**src/rtl/event_reporter_pkg.sv**
```systemverilog
// event_reporter_pkg: shared message layout constants and FSM state type for event_reporter_mc
package event_reporter_pkg;
   localparam logic [7:0] MSG_TYPE_EVENT = 8'h01;
   localparam int CODE_LSB  = 0;
   localparam int COUNT_LSB = 16;
   localparam int TS_LSB    = 48;
   localparam int TS_WIDTH  = 32;
   typedef enum logic {IDLE, SEND} state_e;
   function automatic int type_msb(input int data_width);
      return data_width - 1;
   endfunction
endpackage

```
**src/rtl/event_reporter_mc_if.sv**
```systemverilog
// event_reporter_mc_if: AXI-Stream report channel (tdata/tvalid from master, tready from slave)
interface event_reporter_mc_if #(parameter int DATA_WIDTH = 256);
   logic [DATA_WIDTH-1:0] tdata;
   logic                  tvalid;
   logic                  tready;
   modport master(output tdata, tvalid, input tready);
   modport slave(input tdata, tvalid, output tready);
endinterface

```
**src/rtl/event_reporter_mc_rr_arbiter.sv**
```systemverilog
// rr_arbiter: combinational round-robin pick; req_i/last_grant_i in, grant_o/any_o out
module rr_arbiter #(
   parameter int N  = 8,
   parameter int GW = N > 1 ? $clog2(N) : 1
) (
   input  logic [N-1:0]  req_i,
   input  logic [GW-1:0] last_grant_i,
   output logic [GW-1:0] grant_o,
   output logic          any_o
);
   // Scan from the farthest candidate down to the nearest so the last hit wins,
   // giving priority to (last_grant+1) mod N.
   always_comb begin
      grant_o = '0;
      for (int k = N; k >= 1; k--)
         if (req_i[(int'(last_grant_i) + k) % N]) grant_o = GW'((int'(last_grant_i) + k) % N);
      any_o = |req_i;
   end
endmodule

```
**src/rtl/event_reporter_mc.sv**
```systemverilog
// event_reporter_mc: coalesces per-channel event strobes (count + first timestamp) into AXI-Stream reports
// Ports: clk, reset (sync, active-high); event_strobe/event_enable per channel;
//        axis_out (master: tdata, tvalid, tready); overrun sticky per-channel saturation flags.
module event_reporter_mc
   import event_reporter_pkg::*;
#(
   parameter int DATA_WIDTH  = 256,
   parameter int NUM_EVENTS  = 8,
   parameter int COUNT_WIDTH = 16
) (
   input  logic                  clk,
   input  logic                  reset,
   input  logic [NUM_EVENTS-1:0] event_strobe,
   input  logic [NUM_EVENTS-1:0] event_enable,
   event_reporter_mc_if.master   axis_out,
   output logic [NUM_EVENTS-1:0] overrun
);
   localparam int GW = NUM_EVENTS > 1 ? $clog2(NUM_EVENTS) : 1;
   localparam logic [COUNT_WIDTH-1:0] CMAX = '1;
   state_e                  state_q, state_d;
   logic [NUM_EVENTS-1:0]   pending_q, pending_d, overrun_q, overrun_d;
   logic [COUNT_WIDTH-1:0]  count_q [NUM_EVENTS];
   logic [COUNT_WIDTH-1:0]  count_d [NUM_EVENTS];
   logic [TS_WIDTH-1:0]     first_ts_q [NUM_EVENTS];
   logic [TS_WIDTH-1:0]     first_ts_d [NUM_EVENTS];
   logic [TS_WIDTH-1:0]     ts_q;
   logic [GW-1:0]           last_grant_q, grant;
   logic                    any_req, load, tvalid_q, tvalid_d;
   logic [DATA_WIDTH-1:0]   tdata_q, tdata_d;

   rr_arbiter #(.N(NUM_EVENTS), .GW(GW)) u_arb (
      .req_i(pending_q), .last_grant_i(last_grant_q), .grant_o(grant), .any_o(any_req)
   );

   always_comb begin
      state_d  = state_q;
      tvalid_d = tvalid_q;
      tdata_d  = tdata_q;
      load     = 1'b0;
      if (state_q == IDLE) begin
         load = any_req;
         if (any_req) begin
            state_d  = SEND;
            tvalid_d = 1'b1;
            tdata_d  = '0;
            tdata_d[type_msb(DATA_WIDTH) -: 8]   = MSG_TYPE_EVENT;
            tdata_d[CODE_LSB +: 8]               = 8'(grant) + 8'd1;
            tdata_d[COUNT_LSB +: COUNT_WIDTH]    = count_q[grant];
            tdata_d[TS_LSB +: TS_WIDTH]          = first_ts_q[grant];
         end
      end else if (axis_out.tready) begin
         state_d  = IDLE;
         tvalid_d = 1'b0;
      end
   end

   // The granted channel is cleared first, so a strobe on the load edge
   // restarts it as a fresh occurrence instead of being lost.
   always_comb begin
      overrun_d = overrun_q;
      for (int i = 0; i < NUM_EVENTS; i++) begin
         pending_d[i]  = pending_q[i];
         count_d[i]    = count_q[i];
         first_ts_d[i] = first_ts_q[i];
         if (!event_enable[i]) begin
            pending_d[i]  = 1'b0;
            count_d[i]    = '0;
            first_ts_d[i] = '0;
         end else begin
            if (load && grant == GW'(i)) begin
               pending_d[i]  = 1'b0;
               count_d[i]    = '0;
               first_ts_d[i] = '0;
            end
            if (event_strobe[i]) begin
               if (!pending_d[i]) begin
                  pending_d[i]  = 1'b1;
                  count_d[i]    = COUNT_WIDTH'(1);
                  first_ts_d[i] = ts_q;
               end else if (count_d[i] != CMAX) count_d[i] = count_d[i] + 1'b1;
               overrun_d[i] = overrun_q[i] | (count_d[i] == CMAX);
            end
         end
      end
   end

   always_ff @(posedge clk) begin
      if (reset) begin
         state_q      <= IDLE;
         pending_q    <= '0;
         overrun_q    <= '0;
         count_q      <= '{default: '0};
         first_ts_q   <= '{default: '0};
         ts_q         <= '0;
         last_grant_q <= GW'(NUM_EVENTS - 1);
         tvalid_q     <= 1'b0;
         tdata_q      <= '0;
      end else begin
         state_q    <= state_d;
         pending_q  <= pending_d;
         overrun_q  <= overrun_d;
         count_q    <= count_d;
         first_ts_q <= first_ts_d;
         ts_q       <= ts_q + 1'b1;
         tvalid_q   <= tvalid_d;
         tdata_q    <= tdata_d;
         if (load) last_grant_q <= grant;
      end
   end

   assign axis_out.tdata  = tdata_q;
   assign axis_out.tvalid = tvalid_q;
   assign overrun         = overrun_q;
endmodule

```
**src/flat_wrapper.sv**
```systemverilog
// flat-port wrapper written by rule: the top's interface ports become plain ports
module event_reporter_mc_flat import event_reporter_pkg::*;
#(
   parameter int DATA_WIDTH  = 256,
   parameter int NUM_EVENTS  = 8,
   parameter int COUNT_WIDTH = 16
)
  (clk, reset, event_strobe, event_enable, overrun, axis_out_tdata, axis_out_tvalid, axis_out_tready);
  event_reporter_mc_if #(.DATA_WIDTH(DATA_WIDTH)) axis_out_i ();
  input  logic clk;
  input  logic reset;
  input  logic [NUM_EVENTS-1:0] event_strobe;
  input  logic [NUM_EVENTS-1:0] event_enable;
  output logic [NUM_EVENTS-1:0] overrun;
  output wire logic [$bits(axis_out_i.tdata)-1:0] axis_out_tdata;
  output wire logic [$bits(axis_out_i.tvalid)-1:0] axis_out_tvalid;
  input wire logic [$bits(axis_out_i.tready)-1:0] axis_out_tready;
  assign axis_out_tdata = axis_out_i.tdata;
  assign axis_out_tvalid = axis_out_i.tvalid;
  assign axis_out_i.tready = axis_out_tready;
  event_reporter_mc #(.DATA_WIDTH(DATA_WIDTH), .NUM_EVENTS(NUM_EVENTS), .COUNT_WIDTH(COUNT_WIDTH)) u_core (.clk(clk), .reset(reset), .event_strobe(event_strobe), .event_enable(event_enable), .axis_out(axis_out_i), .overrun(overrun));
endmodule
```
**config.mk**
```make
export PLATFORM = sky130hd
export DESIGN_NAME = event_reporter_mc_flat
export DESIGN_NICKNAME = d
export VERILOG_FILES = /design/src/rtl/event_reporter_pkg.sv /design/src/rtl/event_reporter_mc_if.sv /design/src/rtl/event_reporter_mc_rr_arbiter.sv /design/src/rtl/event_reporter_mc.sv /design/src/flat_wrapper.sv
export SDC_FILE = /design/constraint.sdc
export NUM_CORES = 1
export LEC_CHECK = 0
export BUFFER_PORTS_ARGS = -buffer_cell sky130_fd_sc_hd__buf_2
export CAP_MARGIN = 20
export CORE_MARGIN = 10
export CORE_UTILIZATION = 24
export CTS_BUF_LIST = sky130_fd_sc_hd__clkbuf_4
export DETAILED_ROUTE_END_ITERATION = 10
export GPL_ROUTABILITY_DRIVEN = 0
export PLACE_DENSITY = 0.49
export SLEW_MARGIN = 0
export SYNTH_ARGS = -nofsm -noshare
export SYNTH_HDL_FRONTEND = slang
export SYNTH_SLANG_ARGS = --single-unit
```
**constraint.sdc**
```tcl
create_clock -name clk -period 8.7 [get_ports clk]
set_clock_uncertainty 0.1 [all_clocks]
set_input_delay 1.74 -clock clk [delete_from_list [all_inputs] [get_ports clk]]
set_output_delay 1.74 -clock clk [all_outputs]
set_load 0.01 [all_outputs]
```
# Yosys cells after proc, flatten, opt, wreduce, memory -nomap -nowiden

Cells that the tools add are included.

Muxes and demuxes: 149
Add/subtract/negate cells: 18
Reductions and logical operators: 37
Equal/unequal tests: 24
Magnitude comparators: 9
Bitwise gates (word level): 26

Operators with widths:

| kind                                                                          | number |
|---|---|
| 16-bit 2-to-1 mux                                                             | 58 |
| 32-bit 2-to-1 mux                                                             | 26 |
| 16-bit by 1-bit adder with 16-bit output (second input constant)              | 8 |
| 16-bit equality test (second input constant)                                  | 8 |
| 16-bit inequality test (second input constant)                                | 8 |
| 32-bit binary-select mux with 3-bit select                                    | 1 |
| 16-bit binary-select mux with 3-bit select                                    | 1 |
| 1-bit 2-to-1 mux                                                              | 47 |
| 4-bit by 5-bit less-than comparator with 1-bit output (second input constant) | 8 |
| 32-bit by 1-bit adder with 32-bit output (second input constant)              | 1 |
| 1-bit binary-select mux with 3-bit select                                     | 8 |
| 3-bit 2-to-1 mux                                                              | 8 |
| 3-bit OR reduction                                                            | 8 |
| 2-bit AND reduction                                                           | 10 |
| 2-bit OR reduction                                                            | 8 |
| 3-bit adder (second input constant)                                           | 4 |
| 3-bit equality test (second input constant)                                   | 4 |
| 1-bit NOT                                                                     | 9 |
| 1-bit bitwise AND (first input constant)                                      | 8 |
| 1-bit logical AND                                                             | 8 |
| 1-bit OR                                                                      | 8 |
| 8-bit OR reduction                                                            | 1 |
| 3-bit by 1-bit adder with 3-bit output (second input constant)                | 2 |
| 3-bit by 2-bit adder with 3-bit output (second input constant)                | 2 |
| 8 further kinds                                                               | 9 |

Output and inout port bits: 265
Word-level logic and storage cells: 300
Bits in registers: 494
Bits of input ports: 19

# Logic depth before layout (Yosys ltp)

Gate-level depths: netlist of run 1.

Depth after elaboration: 25
Gate-level depth with buffers: 30
Gate-level depth less buffers: 22

# Modules after synthesis

Synthesis of run 1 repeated with hierarchy kept, for this count alone.

Cells, all modules: 3,121
Area total of the unflattened synthesis: 26,430.3 sq um

By module, submodules not included:

| module            | seq. area each (sq um) | instances | area each (sq um) | cells an instance |
|---|---|---|---|---|
| event_reporter_mc | 9,809.4                | 1         | 25,609.6          | 3,022 |
| rr_arbiter        | 0.0                    | 1         | 820.8             | 99 |

# Worst setup path after synthesis of run 1

Ideal clock, no wire load.

Path kind: register to register
From: reg u_core.last_grant_q[0]
To: reg u_core.overrun_q[0] (netlist: u_core.overrun[0])
Stages on the path, launching flop included: 25
Clock period less this slack: 6,194 ps
Data required time: 8,513 ps
Path slack: 2,506 ps
Setup time: 87 ps
Buffers on the path: 5
Data arrival time: 6,007 ps
Cell sequence: dfxtp_1 > buf_6 > clkinv_1 > ha_1 > buf_2 > mux4_2 > a211o_1 > o21ai_1 > nand3_2 > o211ai_1 > buf_2 > buf_1 > buf_1 > and2_1 > ha_1 > nand2_1 > or4_1 > nor3_2 > a21oi_1 > a311oi_1 > o2111ai_1 > nor2_1 > nand4_1 > or4b_1 > o31ai_1

Cells in the longest elaborated chain, start to end: 23
Elaborated cells between the ends (all ways): 54
Those cells by class: add/sub: 9; eq/ne: 2; mux: 40; bitwise: 1; reduce/logical: 2

RTL lines:

| item                                                                               | RTL line                           | RTL |
|---|---|---|
| from (decl)                                                                        | event_reporter_mc.sv:27            | `logic [GW-1:0] last_grant_q, grant;` |
| from (signal assigned)                                                             | event_reporter_mc.sv:95            | `last_grant_q <= GW'(NUM_EVENTS - 1);` |
| from (signal assigned)                                                             | event_reporter_mc.sv:107           | `if (load) last_grant_q <= grant;` |
| 3-bit by 1-bit adder with 3-bit output                                             | event_reporter_mc_rr_arbiter.sv:16 | `if (req_i[(int'(last_grant_i) + k) % N]) grant_o = GW'((int'(last_grant_i) + k) % N);` |
| 1-bit binary-select mux with 3-bit select                                          | event_reporter_mc_rr_arbiter.sv:16 |  |
| 1-bit 2-to-1 mux (not written as such) (2 in series)                               | event_reporter_mc_rr_arbiter.sv:16 |  |
| 3-bit 2-to-1 mux (7 in series)                                                     | event_reporter_mc_rr_arbiter.sv:16 |  |
| 3-bit 2-to-1 mux *                                                                 | event_reporter_mc_rr_arbiter.sv:16 |  |
| 3-bit logical NOT *                                                                | event_reporter_mc.sv:70            | `if (load && grant == GW'(i)) begin` |
| 1-bit logical AND *                                                                | event_reporter_mc.sv:70            |  |
| 16-bit 2-to-1 mux                                                                  | event_reporter_mc.sv:70            |  |
| 16-bit 2-to-1 mux                                                                  | event_reporter_mc.sv:65            | `if (!event_enable[i]) begin` |
| 16-bit by 1-bit adder with 16-bit output or 16-bit inequality test (tied branches) | event_reporter_mc.sv:80            | `end else if (count_d[i] != CMAX) count_d[i] = count_d[i] + 1'b1;` |
| 16-bit 2-to-1 mux                                                                  | event_reporter_mc.sv:80            |  |
| 16-bit 2-to-1 mux *                                                                | event_reporter_mc.sv:76            | `if (!pending_d[i]) begin` |
| 16-bit 2-to-1 mux *                                                                | event_reporter_mc.sv:75            | `if (event_strobe[i]) begin` |
| 16-bit 2-to-1 mux *                                                                | event_reporter_mc.sv:65            |  |
| 16-bit equality test *                                                             | event_reporter_mc.sv:81            | `overrun_d[i] = overrun_q[i] \| (count_d[i] == CMAX);` |
| 1-bit OR *                                                                         | event_reporter_mc.sv:81            |  |
| to (signal assigned)                                                               | event_reporter_mc.sv:101           | `overrun_q <= overrun_d;` |
| to (decl)                                                                          | event_reporter_mc.sv:21            | `logic [NUM_EVENTS-1:0] pending_q, pending_d, overrun_q, overrun_d;` |

Mark *: on every way between the ends. The rest lies on a longest branch, timed or not. The select of a mux whose other input is x is not followed.
A chain may end at the register's enable or synchronous reset.

# Worst setup path after layout of run 1

From: reg u_core.last_grant_q[0]
To: reg u_core.count_q[27] in the netlist's numbering

Cells in the longest elaborated chain, start to end: 22
Elaborated cells between the ends (all ways): 53
Those cells by class: add/sub: 9; eq/ne: 2; mux: 41; reduce/logical: 1

RTL lines:

| item                                                                               | RTL line                           | RTL |
|---|---|---|
| 3-bit by 1-bit adder with 3-bit output                                             | event_reporter_mc_rr_arbiter.sv:16 |  |
| 1-bit binary-select mux with 3-bit select                                          | event_reporter_mc_rr_arbiter.sv:16 |  |
| 1-bit 2-to-1 mux (not written as such) (2 in series)                               | event_reporter_mc_rr_arbiter.sv:16 |  |
| 3-bit 2-to-1 mux (7 in series)                                                     | event_reporter_mc_rr_arbiter.sv:16 |  |
| 3-bit 2-to-1 mux *                                                                 | event_reporter_mc_rr_arbiter.sv:16 |  |
| 3-bit equality test *                                                              | event_reporter_mc.sv:70            |  |
| 1-bit logical AND *                                                                | event_reporter_mc.sv:70            |  |
| 16-bit 2-to-1 mux                                                                  | event_reporter_mc.sv:70            |  |
| 16-bit 2-to-1 mux                                                                  | event_reporter_mc.sv:65            |  |
| 16-bit by 1-bit adder with 16-bit output or 16-bit inequality test (tied branches) | event_reporter_mc.sv:80            |  |
| 16-bit 2-to-1 mux                                                                  | event_reporter_mc.sv:80            |  |
| 16-bit 2-to-1 mux                                                                  | event_reporter_mc.sv:76            |  |
| 16-bit 2-to-1 mux                                                                  | event_reporter_mc.sv:75            |  |
| 16-bit 2-to-1 mux                                                                  | event_reporter_mc.sv:65            |  |
| 16-bit 2-to-1 mux *                                                                | event_reporter_mc.sv:75            |  |
| to (signal assigned)                                                               | event_reporter_mc.sv:102           | `count_q <= count_d;` |
| to (decl)                                                                          | event_reporter_mc.sv:22            | `logic [COUNT_WIDTH-1:0] count_q [NUM_EVENTS];` |

Marked as above.

==> flow_metrics.env, run 1 <==
export IMPL_synth_flop_cell="dfxtp_1"
export IMPL_dr_pass1_iters=6
export IMPL_yosys_area_share_simple_pct=25.2
export IMPL_leakagePower_nw=11.3
export IMPL_synth_seq_cells=490
export IMPL_outcome="finished clean"
export IMPL_h_tree_depth=4
export IMPL_synth_area_um2=27800
export IMPL_dr_wl_met2_um=43900
export IMPL_seq_power_share_pct=25.3
export IMPL_synthMuxAreaShare_pct=9.53
export IMPL_start_util_pct=24.3
export IMPL_vias=26200
export IMPL_antenna_left=0
export IMPL_synth_top_family_by_area="simple AND/OR/NAND/NOR gates"
export IMPL_syn_area_per_cell_um2=7.68
export IMPL_met3WireLength_um=8330
export IMPL_area_growth_pct=9.51
export IMPL_tightestPinTransition_ns=1.05
export IMPL_hold_depth=2
export IMPL_cts_sinks=490
export IMPL_die_area_um2=130000
export IMPL_grt_start_max_net_pins=67
export IMPL_overflow=0
export IMPL_wl_met1_um=47300
export IMPL_period_needed_ns=7.31
export IMPL_power_frac_comb_pct=51.4
export IMPL_ys_types=90
export IMPL_switching_share_pct=49.3
export IMPL_ir_worst_vdd_v=0.000284
export IMPL_r2r_end="u_core.count_q[27]"
export IMPL_slew_headroom_pct=30.2
export IMPL_grt_setup_unrepaired="false"
export IMPL_cp_required_ns=9.47
export IMPL_cts_root_buf="clkbuf_4"
export IMPL_globalRouteTotalUtil_pct=15.0
export IMPL_cts_tree="done"
export IMPL_clk_latency_ns=1.00
export IMPL_cellInternalPower_w=0.00505
export IMPL_ys_warnings_count=0
export IMPL_critPathCaptureType="flop"
export IMPL_syn_inst=3623
export IMPL_synth_edf_count=0
export IMPL_yosysSeqAreaShare_pct=35.3
export IMPL_fmax_mhz=137
export IMPL_grt_pass1_wl_um=154000
export IMPL_synth_compound_area_share_pct=16.5
export IMPL_rrSetupSlack_ns=1.39
export IMPL_fin_setup_tns_ns=0
export IMPL_timing_rr_start="u_core.last_grant_q[0]"
export IMPL_worst_path_max_fanout=37
export IMPL_synth_adder_area_share_pct=0.540
export IMPL_cts_buffers=140
export IMPL_hold_class="flop to flop"
export IMPL_pwr_density_cell_nw_per_um2=327
export IMPL_post_route_period_util_pct=84.0
export IMPL_cts_setup_buffers=0
export IMPL_path_clk_slew_ns=0.07
export IMPL_core_area_um2=115000
export IMPL_top_layer="met4"
export IMPL_post_place_cells=4953
export IMPL_setup_violations=0
export IMPL_drive_gt1_share_pct=12.3
export IMPL_routed_wl_um=103000
export IMPL_hold_start="u_core.first_ts_q[14]"
export IMPL_first_global_vias=24600
export IMPL_cp_start_kind="flop"
export IMPL_nNetsFinal=3614
export IMPL_netSwitchingPower_w=0.00491
export IMPL_dp_hpwl_um=64500
export IMPL_ios=284
export IMPL_synth_xor_area_share_pct=2.11
export IMPL_die_h_um=361
export IMPL_die_w_um=361
export IMPL_finalHoldViolations=0
export IMPL_post_cts_resize_count=0
export IMPL_fin_cells=5204
export IMPL_port_buffers=80
export IMPL_pwr_share_clk_pct=23.3
export IMPL_async_flop_share_pct=0
export IMPL_min_to="u_core.first_ts_q[14]"
export IMPL_antenna_found_initial=8
export IMPL_maxCapViolCount=0
export IMPL_path_class="flop to flop"
export IMPL_cp_arrival_ns=8.08
export IMPL_r2r_cells=22
export IMPL_drt_initial_drc_count=2327
export IMPL_std_cell_rows=124
export IMPL_wire_per_inst_um=19.7
export IMPL_ctsHoldBuffers=0
export IMPL_drc=0
export IMPL_clk_path_buf_depth=3
export IMPL_vias_per_cell=5.03
export IMPL_slew_violations=0
[cell families after synthesis]
group | count (synthesis)
AND/OR/NAND/NOR | 1520
other | 1
AO/OA/AOI/OAI | 718
multiplexers | 244
XOR/XNOR | 67
flip-flops | 490
buffers and inverters | 571
adder cells (fa/ha/maj) | 12
[layout make-up]
type	instances	area, um2
inverters	49	184
clock buffers	210	1580
flip-flops and latches	490	9810
well taps	1512	1890
clock inverters	36	283
multi-input cells	2764	15900
repair buffers	138	846
diodes	5	12.5
fillers	12800	84200
[flip-flops by register name, indices dropped and copies added (netlist names)]
signal                  flops
u_core.state_q              1
u_core.overrun              8
u_core.axis_out.tdata      53
u_core.pending_q            8
u_core.first_ts_q         256
u_core.axis_out.tvalid      1
u_core.count_q            128
u_core.last_grant_q         3
u_core.ts_q                32
[per-stage QoR]
stage                     total power (W)  utilization [%]  setup slack (ns)  hold WS (ns)  cell area, um2
after floorplan                   0.00590                -              2.51         0.347           28600
after global placement            0.00761             24.9              1.53         0.347           28600
after detailed placement          0.00763             24.9              1.48         0.357           28600
after CTS                         0.00998             26.6              1.48         0.366           30500
after global routing               0.0105             26.6             0.859         0.379           30500
final                             0.00996             26.6              1.39         0.363           30500
[worst max-delay path by stage]
stage,depth (start not counted),from,slack [ns],end
after floorplan,24,u_core.last_grant_q[0],2.51,u_core.overrun[0]
after global placement,22,u_core.last_grant_q[0],1.53,u_core.count_q[27]
after detailed placement,22,u_core.last_grant_q[0],1.48,u_core.count_q[27]
after CTS,22,u_core.last_grant_q[0],1.48,u_core.count_q[27]
after global routing,22,u_core.last_grant_q[0],0.86,u_core.count_q[27]
final,22,u_core.last_grant_q[0],1.39,u_core.count_q[27]
[cells in the mapped netlist, types with 48 or more instances]
cell	instances	area (um2)
a21oi_1	334	1670
buf_2	53	265
buf_4	207	1550
clkbuf_1	224	841
dfxtp_1	490	9810
inv_1	48	180
mux2i_1	200	2000
nand2_1	568	2130
nand3_1	395	1980
nor2_1	259	972
nor3_1	50	250
o21ai_0	63	315
[power groups by stage]
stage / Clock, W / Combinational [W] / Sequential, W
after floorplan: 0 / 0.00336 / 0.00254
after global placement: 0 / 0.00504 / 0.00256
after detailed placement: 0 / 0.00507 / 0.00256
after CTS: 0.00238 / 0.00508 / 0.00251
after global routing: 0.00251 / 0.00546 / 0.00253
final: 0.00232 / 0.00512 / 0.00252
[layer usage]
| metal | vias up | GRT usage [%] |
|---|---|---|
| li1 | 12400 | - |
| met1 | 12600 | 20.8 |
| met2 | 1084 | 22.2 |
| met3 | 169 | 3.31 |
| met4 | 0 | 5.91 |
| met5 | - | 0 |
[cell usage in the layout, fill, tap and decap left out, types with 11 or more instances in the layout]
| master | instances |
|---|---|
| ha_1 | 12 |
| conb_1 | 203 |
| nor4_1 | 17 |
| nand2b_1 | 16 |
| a22oi_1 | 33 |
| a21oi_1 | 329 |
| buf_2 | 79 |
| o2111ai_1 | 11 |
| clkbuf_4 | 210 |
| o21ai_0 | 63 |
| nand2_1 | 565 |
| and3_1 | 45 |
| clkinv_1 | 24 |
| dfxtp_1 | 490 |
| nor2_1 | 258 |
| xnor2_1 | 26 |
| xor2_1 | 41 |
| a311oi_1 | 45 |
| a22o_1 | 37 |
| a31oi_1 | 30 |
| inv_1 | 48 |
| mux2i_1 | 200 |
| mux2_2 | 30 |
| buf_4 | 58 |
| nand3_1 | 395 |
| nand4_1 | 43 |
| a211oi_1 | 37 |
| nor3_1 | 50 |
| mux4_2 | 11 |
| o211ai_1 | 24 |
| and2_1 | 37 |
| nor2b_1 | 15 |
[worst max-delay path: stages (launching register included)]
cell,delay (ns)
dfxtp_1,0.31
buf_4,0.30
clkinv_1,0.29
ha_1,0.72
mux4_1,0.46
mux2i_1,0.28
o21ai_1,0.12
a2111o_1,0.47
nand3_4,0.43
nor3b_2,0.66
nand2_2,0.17
and2_1,0.20
ha_1,0.24
nand2_1,0.12
nor3_1,0.12
and2_1,0.20
nand3_1,0.24
nand4_1,0.29
nor3_1,0.50
a21boi_0,0.41
and3_1,0.27
mux2i_1,0.20
o32ai_1,0.09
Note: power is estimated with default switching activity, not from simulation.
==> inputs of run 2 (changes only) <==
- PLACE_DENSITY: 0.49 -> 0.51
- clock period: 8.7 -> 6.1 ns (I/O delays scaled with it)
==> flow_metrics.env, run 2 (synthesis results as in run 1) <==
export IMPL_path_class="flop to flop"
export IMPL_mostFrequentLayoutCells="567 x nand2_1, 490 x dfxtp_1, 395 x nand3_1, 329 x a21oi_1, 256 x nor2_1"
export IMPL_grt_setup_unrepaired="false"
export IMPL_wl_met1_um=45800
export IMPL_antenna_left=0
export IMPL_cp_arrival_ns=6.54
export IMPL_switching_share_pct=49.7
export IMPL_cpMaxStageDelayCell="mux4_1"
export IMPL_h_tree_depth=4
export IMPL_finalHoldViolations=0
export IMPL_regArea_um2=9810
export IMPL_path_buf_inv=1
export IMPL_cp_common_cell="nand2_1"
export IMPL_dr_wl_met2_um=44500
export IMPL_first_global_vias=24300
export IMPL_antenna_found_initial=10
export IMPL_maxCapViolCount=0
export IMPL_path_cells="buf_4, mux4_1, mux2_2, a211o_1, o21ai_1, nand3_4, o211ai_1, and2_1, ha_1, nand2_1, or4_1, nor2_2, nand2_1, a311oi_1, o2111ai_1, nor2_1, nand4_1, or4b_1, o31ai_1"
export IMPL_fin_setup_tns_ns=0
export IMPL_area_growth_pct=9.17
export IMPL_dr_pass1_iters=6
export IMPL_setup_violations=0
export IMPL_grt_pass1_wl_um=152000
export IMPL_vias_per_cell=5.02
export IMPL_ir_worst_vdd_v=0.000795
export IMPL_overflow=0
export IMPL_nNetsFinal=3624
export IMPL_hold_class="flop to flop"
export IMPL_outcome="finished clean"
export IMPL_fill_cells=12700
export IMPL_slew_headroom_pct=26.4
export IMPL_path_clk_slew_ns=0.07
export IMPL_cts_sinks=490
export IMPL_worst_slack_ns=0.349
export IMPL_drc=0
export IMPL_post_place_ws_ns=0.258
export IMPL_pwr_density_cell_nw_per_um2=461
export IMPL_cts_tree="done"
export IMPL_port_buffers=80
export IMPL_hold_start="u_core.overrun[5]"
export IMPL_pwr_share_clk_pct=21.4
export IMPL_routed_wl_um=101000
export IMPL_post_route_period_util_pct=94.3
export IMPL_die_area_um2=130000
export IMPL_core_area_um2=115000
export IMPL_largest_reg_flops=256
export IMPL_period_needed_ns=5.75
export IMPL_cellInternalPower_w=0.00705
export IMPL_power_frac_comb_pct=53.2
export IMPL_vias=26000
export IMPL_timing_rr_start="u_core.last_grant_q[0]"
export IMPL_wire_per_inst_um=19.5
export IMPL_drt_initial_drc_count=2360
export IMPL_globalRouteTotalUtil_pct=14.7
export IMPL_cp_required_ns=6.88
export IMPL_seq_power_share_pct=25.4
export IMPL_slew_violations=0
export IMPL_ios=284
export IMPL_clk_latency_ns=1.00
export IMPL_fmax_mhz=174
export IMPL_drive_gt1_share_pct=12.4
export IMPL_netSwitchingPower_w=0.00696
export IMPL_tightestPinTransition_ns=1.09
export IMPL_start_util_pct=24.3
export IMPL_top_layer="met4"
export IMPL_cp_start_kind="flop"
export IMPL_clk_path_buf_depth=3
export IMPL_regMostFlops="u_core.first_ts_q"
export IMPL_cts_buffers=134
export IMPL_cp_top_family="simple AND/OR/NAND/NOR gates"
export IMPL_slowest_delay_ns=0.68
export IMPL_layout_commonest_cell="nand2_1"
export IMPL_grt_start_max_net_pins=111
export IMPL_cts_root_buf="clkbuf_4"
export IMPL_met3WireLength_um=8770
export IMPL_dp_hpwl_um=63300
export IMPL_worst_path_max_fanout=22
export IMPL_hold_slack_ns=0.358
export IMPL_cts_setup_buffers=0
export IMPL_leakagePower_nw=11.2
export IMPL_setup_worst_path_start="u_core.last_grant_q[0]"
export IMPL_die_w_um=361
export IMPL_multi_input_area_um2=15900
export IMPL_die_h_um=361
export IMPL_std_cell_rows=124
export IMPL_critPathCaptureType="flop"
## run 2: changes by cell type in the layout (fill, tap and decap cells not counted), sizes merged
| cell | delta |
|---|---|
| clkinvlp | +2 |
| clkbuf | -19 |
| diode | -1 |
| buf | +16 |
| bufinv | -3 |
| clkinv | -15 |
| inv | +4 |
## run 2: worst reg2reg max path, cell delays in order, from the launching register on
cell and delay [ns]:
dfxtp_1 0.34, buf_4 0.31, mux4_1 0.69, mux2_2 0.34, a211o_1 0.30, o21ai_1 0.16, nand3_4 0.20, o211ai_1 0.25
and2_1 0.26, ha_1 0.19, nand2_1 0.14, or4_1 0.68, nor2_2 0.20, nand2_1 0.12, a311oi_1 0.28, o2111ai_1 0.15
nor2_1 0.14, nand4_1 0.10, or4b_1 0.55, o31ai_1 0.19
## run 2: layout make-up
| class | instances | area share [%] |
|---|---|---|
| multi-input cells | 2764 | 52.4 |
| flip-flops and latches | 490 | 32.3 |
| well taps | 1512 | 6.23 |
| clock buffers | 191 | 4.72 |
| repair buffers | 154 | 3.22 |
| inverters | 49 | 0.605 |
| clock inverters | 24 | 0.544 |
| diodes | 4 | 0.0330 |
## run 2: metrics by stage
stage | utilization, % | power (W) | cells | area, um2
after global routing | 26.5 | 0.0147 | 5187 | 30400
after global placement | 25.0 | 0.0109 | 4968 | 28700
final | 26.5 | 0.0140 | 5188 | 30400
after floorplan | - | 0.00842 | 3825 | 28600
after detailed placement | 25.0 | 0.0109 | 4968 | 28700
after CTS | 26.4 | 0.0139 | 5183 | 30300
## run 2: what timing repair did
| action | in CTS | in global routing |
|---|---|---|
| hold buffers | 0 | 0 |
| setup endpoints to repair | 0 | 10 |
| resized for setup | 0 | 11 |
| hold endpoints to repair | 0 | 0 |
## run 2: path summary, 6_finish.rpt
| kind | end | slack (ns) | cells after the start |
|---|---|---|---|
| max | u_core.overrun[0] | 0.35 | 19 |
| min | u_core.overrun[5] | 0.36 | 2 |
| max reg2reg | u_core.overrun[0] | 0.35 | 19 |
| min reg2reg | u_core.overrun[5] | 0.36 | 2 |
## run 2: power by group through the flow
| stage | sequential [W] | combinational (W) | clock (W) |
|---|---|---|---|
| 2_1_floorplan | 0.00363 | 0.00479 | 0 |
| 3_3_place_gp | 0.00362 | 0.00727 | 0 |
| 3_5_place_dp | 0.00363 | 0.00727 | 0 |
| 4_1_cts | 0.00356 | 0.00729 | 0.00308 |
| 5_1_grt | 0.00358 | 0.00792 | 0.00324 |
| 6_report | 0.00356 | 0.00745 | 0.00299 |
## run 2: routing by layer
| layer | global-route usage (%) | vias up |
|---|---|---|
| met5 | 0 | - |
| met4 | 4.53 | 0 |
| met3 | 3.95 | 156 |
| met2 | 22.5 | 1056 |
| met1 | 20.0 | 12500 |
| li1 | - | 12300 |
==> inputs of run 3 (changes only) <==
- CAP_MARGIN: 20 -> unset
- PLACE_DENSITY: 0.51 -> 0.49
- SKIP_LAST_GASP: unset -> 1
- clock period: 6.1 -> 5.3 ns (I/O delays scaled with it)
==> flow_metrics.env, run 3 (synthesis results as in run 1) <==
export IMPL_hold_class="primary input to flop"
export IMPL_wire_per_inst_um=19.9
export IMPL_routed_wl_um=105000
export IMPL_cts_root_buf="clkbuf_4"
export IMPL_regArea_um2=9820
export IMPL_tightestPinTransition_ns=1.12
export IMPL_finalHoldViolations=0
export IMPL_globalRouteTotalUtil_pct=15.3
export IMPL_postPlaceCellArea_um2=29200
export IMPL_slew_violations=0
export IMPL_die_h_um=361
export IMPL_clk_path_buf_depth=3
export IMPL_clk_latency_ns=1.03
export IMPL_ios=284
export IMPL_die_w_um=361
export IMPL_drc=0
export IMPL_hold_slack_ns=0.306
export IMPL_final_area_um2=31200
export IMPL_vias=26500
export IMPL_cp_arrival_ns=5.92
export IMPL_vias_per_cell=5.04
export IMPL_first_global_vias=25300
export IMPL_regMostFlops="u_core.first_ts_q"
export IMPL_drive_gt1_share_pct=15.2
export IMPL_cts_sinks=490
export IMPL_dp_hpwl_um=66200
export IMPL_fill_cells=12700
export IMPL_post_route_period_util_pct=96.7
export IMPL_core_area_um2=115000
export IMPL_grt_setup_unrepaired="true"
export IMPL_mostFrequentLayoutCells="562 x nand2_1, 486 x dfxtp_1, 393 x nand3_1, 327 x a21oi_1, 251 x nor2_1"
export IMPL_period_needed_ns=5.12
export IMPL_fmax_mhz=195
export IMPL_layout_commonest_cell="nand2_1"
export IMPL_antenna_left=0
export IMPL_h_tree_depth=4
export IMPL_port_buffers=80
export IMPL_slew_headroom_pct=25.0
export IMPL_path_class="flop to flop"
export IMPL_grt_start_max_net_pins=123
export IMPL_multi_input_area_um2=16100
export IMPL_drt_initial_drc_count=2293
export IMPL_largest_reg_flops=256
export IMPL_ir_worst_vdd_v=0.00118
export IMPL_std_cell_rows=124
export IMPL_leakagePower_nw=11.6
export IMPL_nNetsFinal=3679
export IMPL_grt_pass1_wl_um=158000
export IMPL_overflow=0
export IMPL_setup_violations=0
export IMPL_pwr_density_cell_nw_per_um2=538
export IMPL_cp_required_ns=6.09
export IMPL_cts_tree="done"
export IMPL_cp_start_kind="flop"
export IMPL_cts_buffers=136
export IMPL_outcome="finished clean"
export IMPL_antenna_found_initial=4
export IMPL_path_clk_slew_ns=0.07
export IMPL_ctsHoldBuffers=0
export IMPL_critPathCaptureType="flop"
export IMPL_dr_pass1_iters=5
export IMPL_die_area_um2=130000
export IMPL_start_util_pct=24.3
export IMPL_area_growth_pct=12.1
export IMPL_worst_path_max_fanout=14
export IMPL_maxCapViolCount=0
-- run 3: power breakdown --
group | switching (W) | leakage [nW] | internal, W
Sequential | 0.000208 | 3.96 | 0.00390
Combinational | 0.00636 | 6.64 | 0.00274
Clock | 0.00172 | 1.01 | 0.00186
-- run 3: layer usage --
metal  vias to the layer above  GRT usage, %  part of all wire [%]
li1                      12500             -                     -
met1                     12700          20.7                    45
met2                      1070          22.8                    43
met3                       188          3.97                   8.6
met4                         0          6.17                   2.9
met5                         -             0                     0
-- run 3: final cells by class --
class / instances / share of cell area (%)
diodes: 4 / 0.0321
repair buffers: 207 / 4.56
inverters: 49 / 0.606
well taps: 1512 / 6.07
multi-input cells: 2764 / 51.8
clock inverters: 22 / 0.534
clock buffers: 206 / 4.96
flip-flops and latches: 490 / 31.5
-- run 3: stage by stage --
stage	utilization, %	cells	total power [W]	TNS (ns)	setup slack [ns]
global placement	25.5	5012	0.0129	-0.0454	-0.0454
global route	27.2	5254	0.0176	-0.0459	-0.0318
detailed placement	25.5	5012	0.0129	-0.102	-0.102
finish	27.2	5254	0.0168	0	0.176
CTS	27.0	5240	0.0166	0	0.0448
floorplan	-	3825	0.00983	0	0.00214
-- run 3: what timing repair did --
action                     in CTS  in global routing
setup buffers                   0                 10
gates resized for setup         2                 45
pin swaps                       1                 11
setup endpoints to repair       2                 21
gates cloned                    0                  0
-- run 3: final timing paths --
check	from	endpoint	slack, ns	cells after the start
worst max-delay path	u_core.last_grant_q[0]	u_core.overrun[0]	0.18	20
worst max register to register	u_core.last_grant_q[0]	u_core.overrun[0]	0.18	20
worst min register to register	u_core.overrun[5]	u_core.overrun[5]	0.36	2
worst min-delay path	axis_out_tready	u_core.state_q	0.31	3
-- run 3: worst max-delay path, stage by stage, from the launching register on --
cell       delay, ns
dfxtp_4         0.39
buf_6           0.19
mux4_2          0.58
a22oi_1         0.25
and3_1          0.21
o2111a_2        0.26
nor4_4          0.08
buf_4           0.14
o211ai_1        0.17
and2_4          0.23
ha_2            0.19
nand2_2         0.06
or4_4           0.54
nor2_4          0.15
nand2_1         0.10
a311oi_2        0.27
o2111ai_1       0.14
nor2_1          0.13
nand4_1         0.10
or4b_1          0.56
o31ai_1         0.19
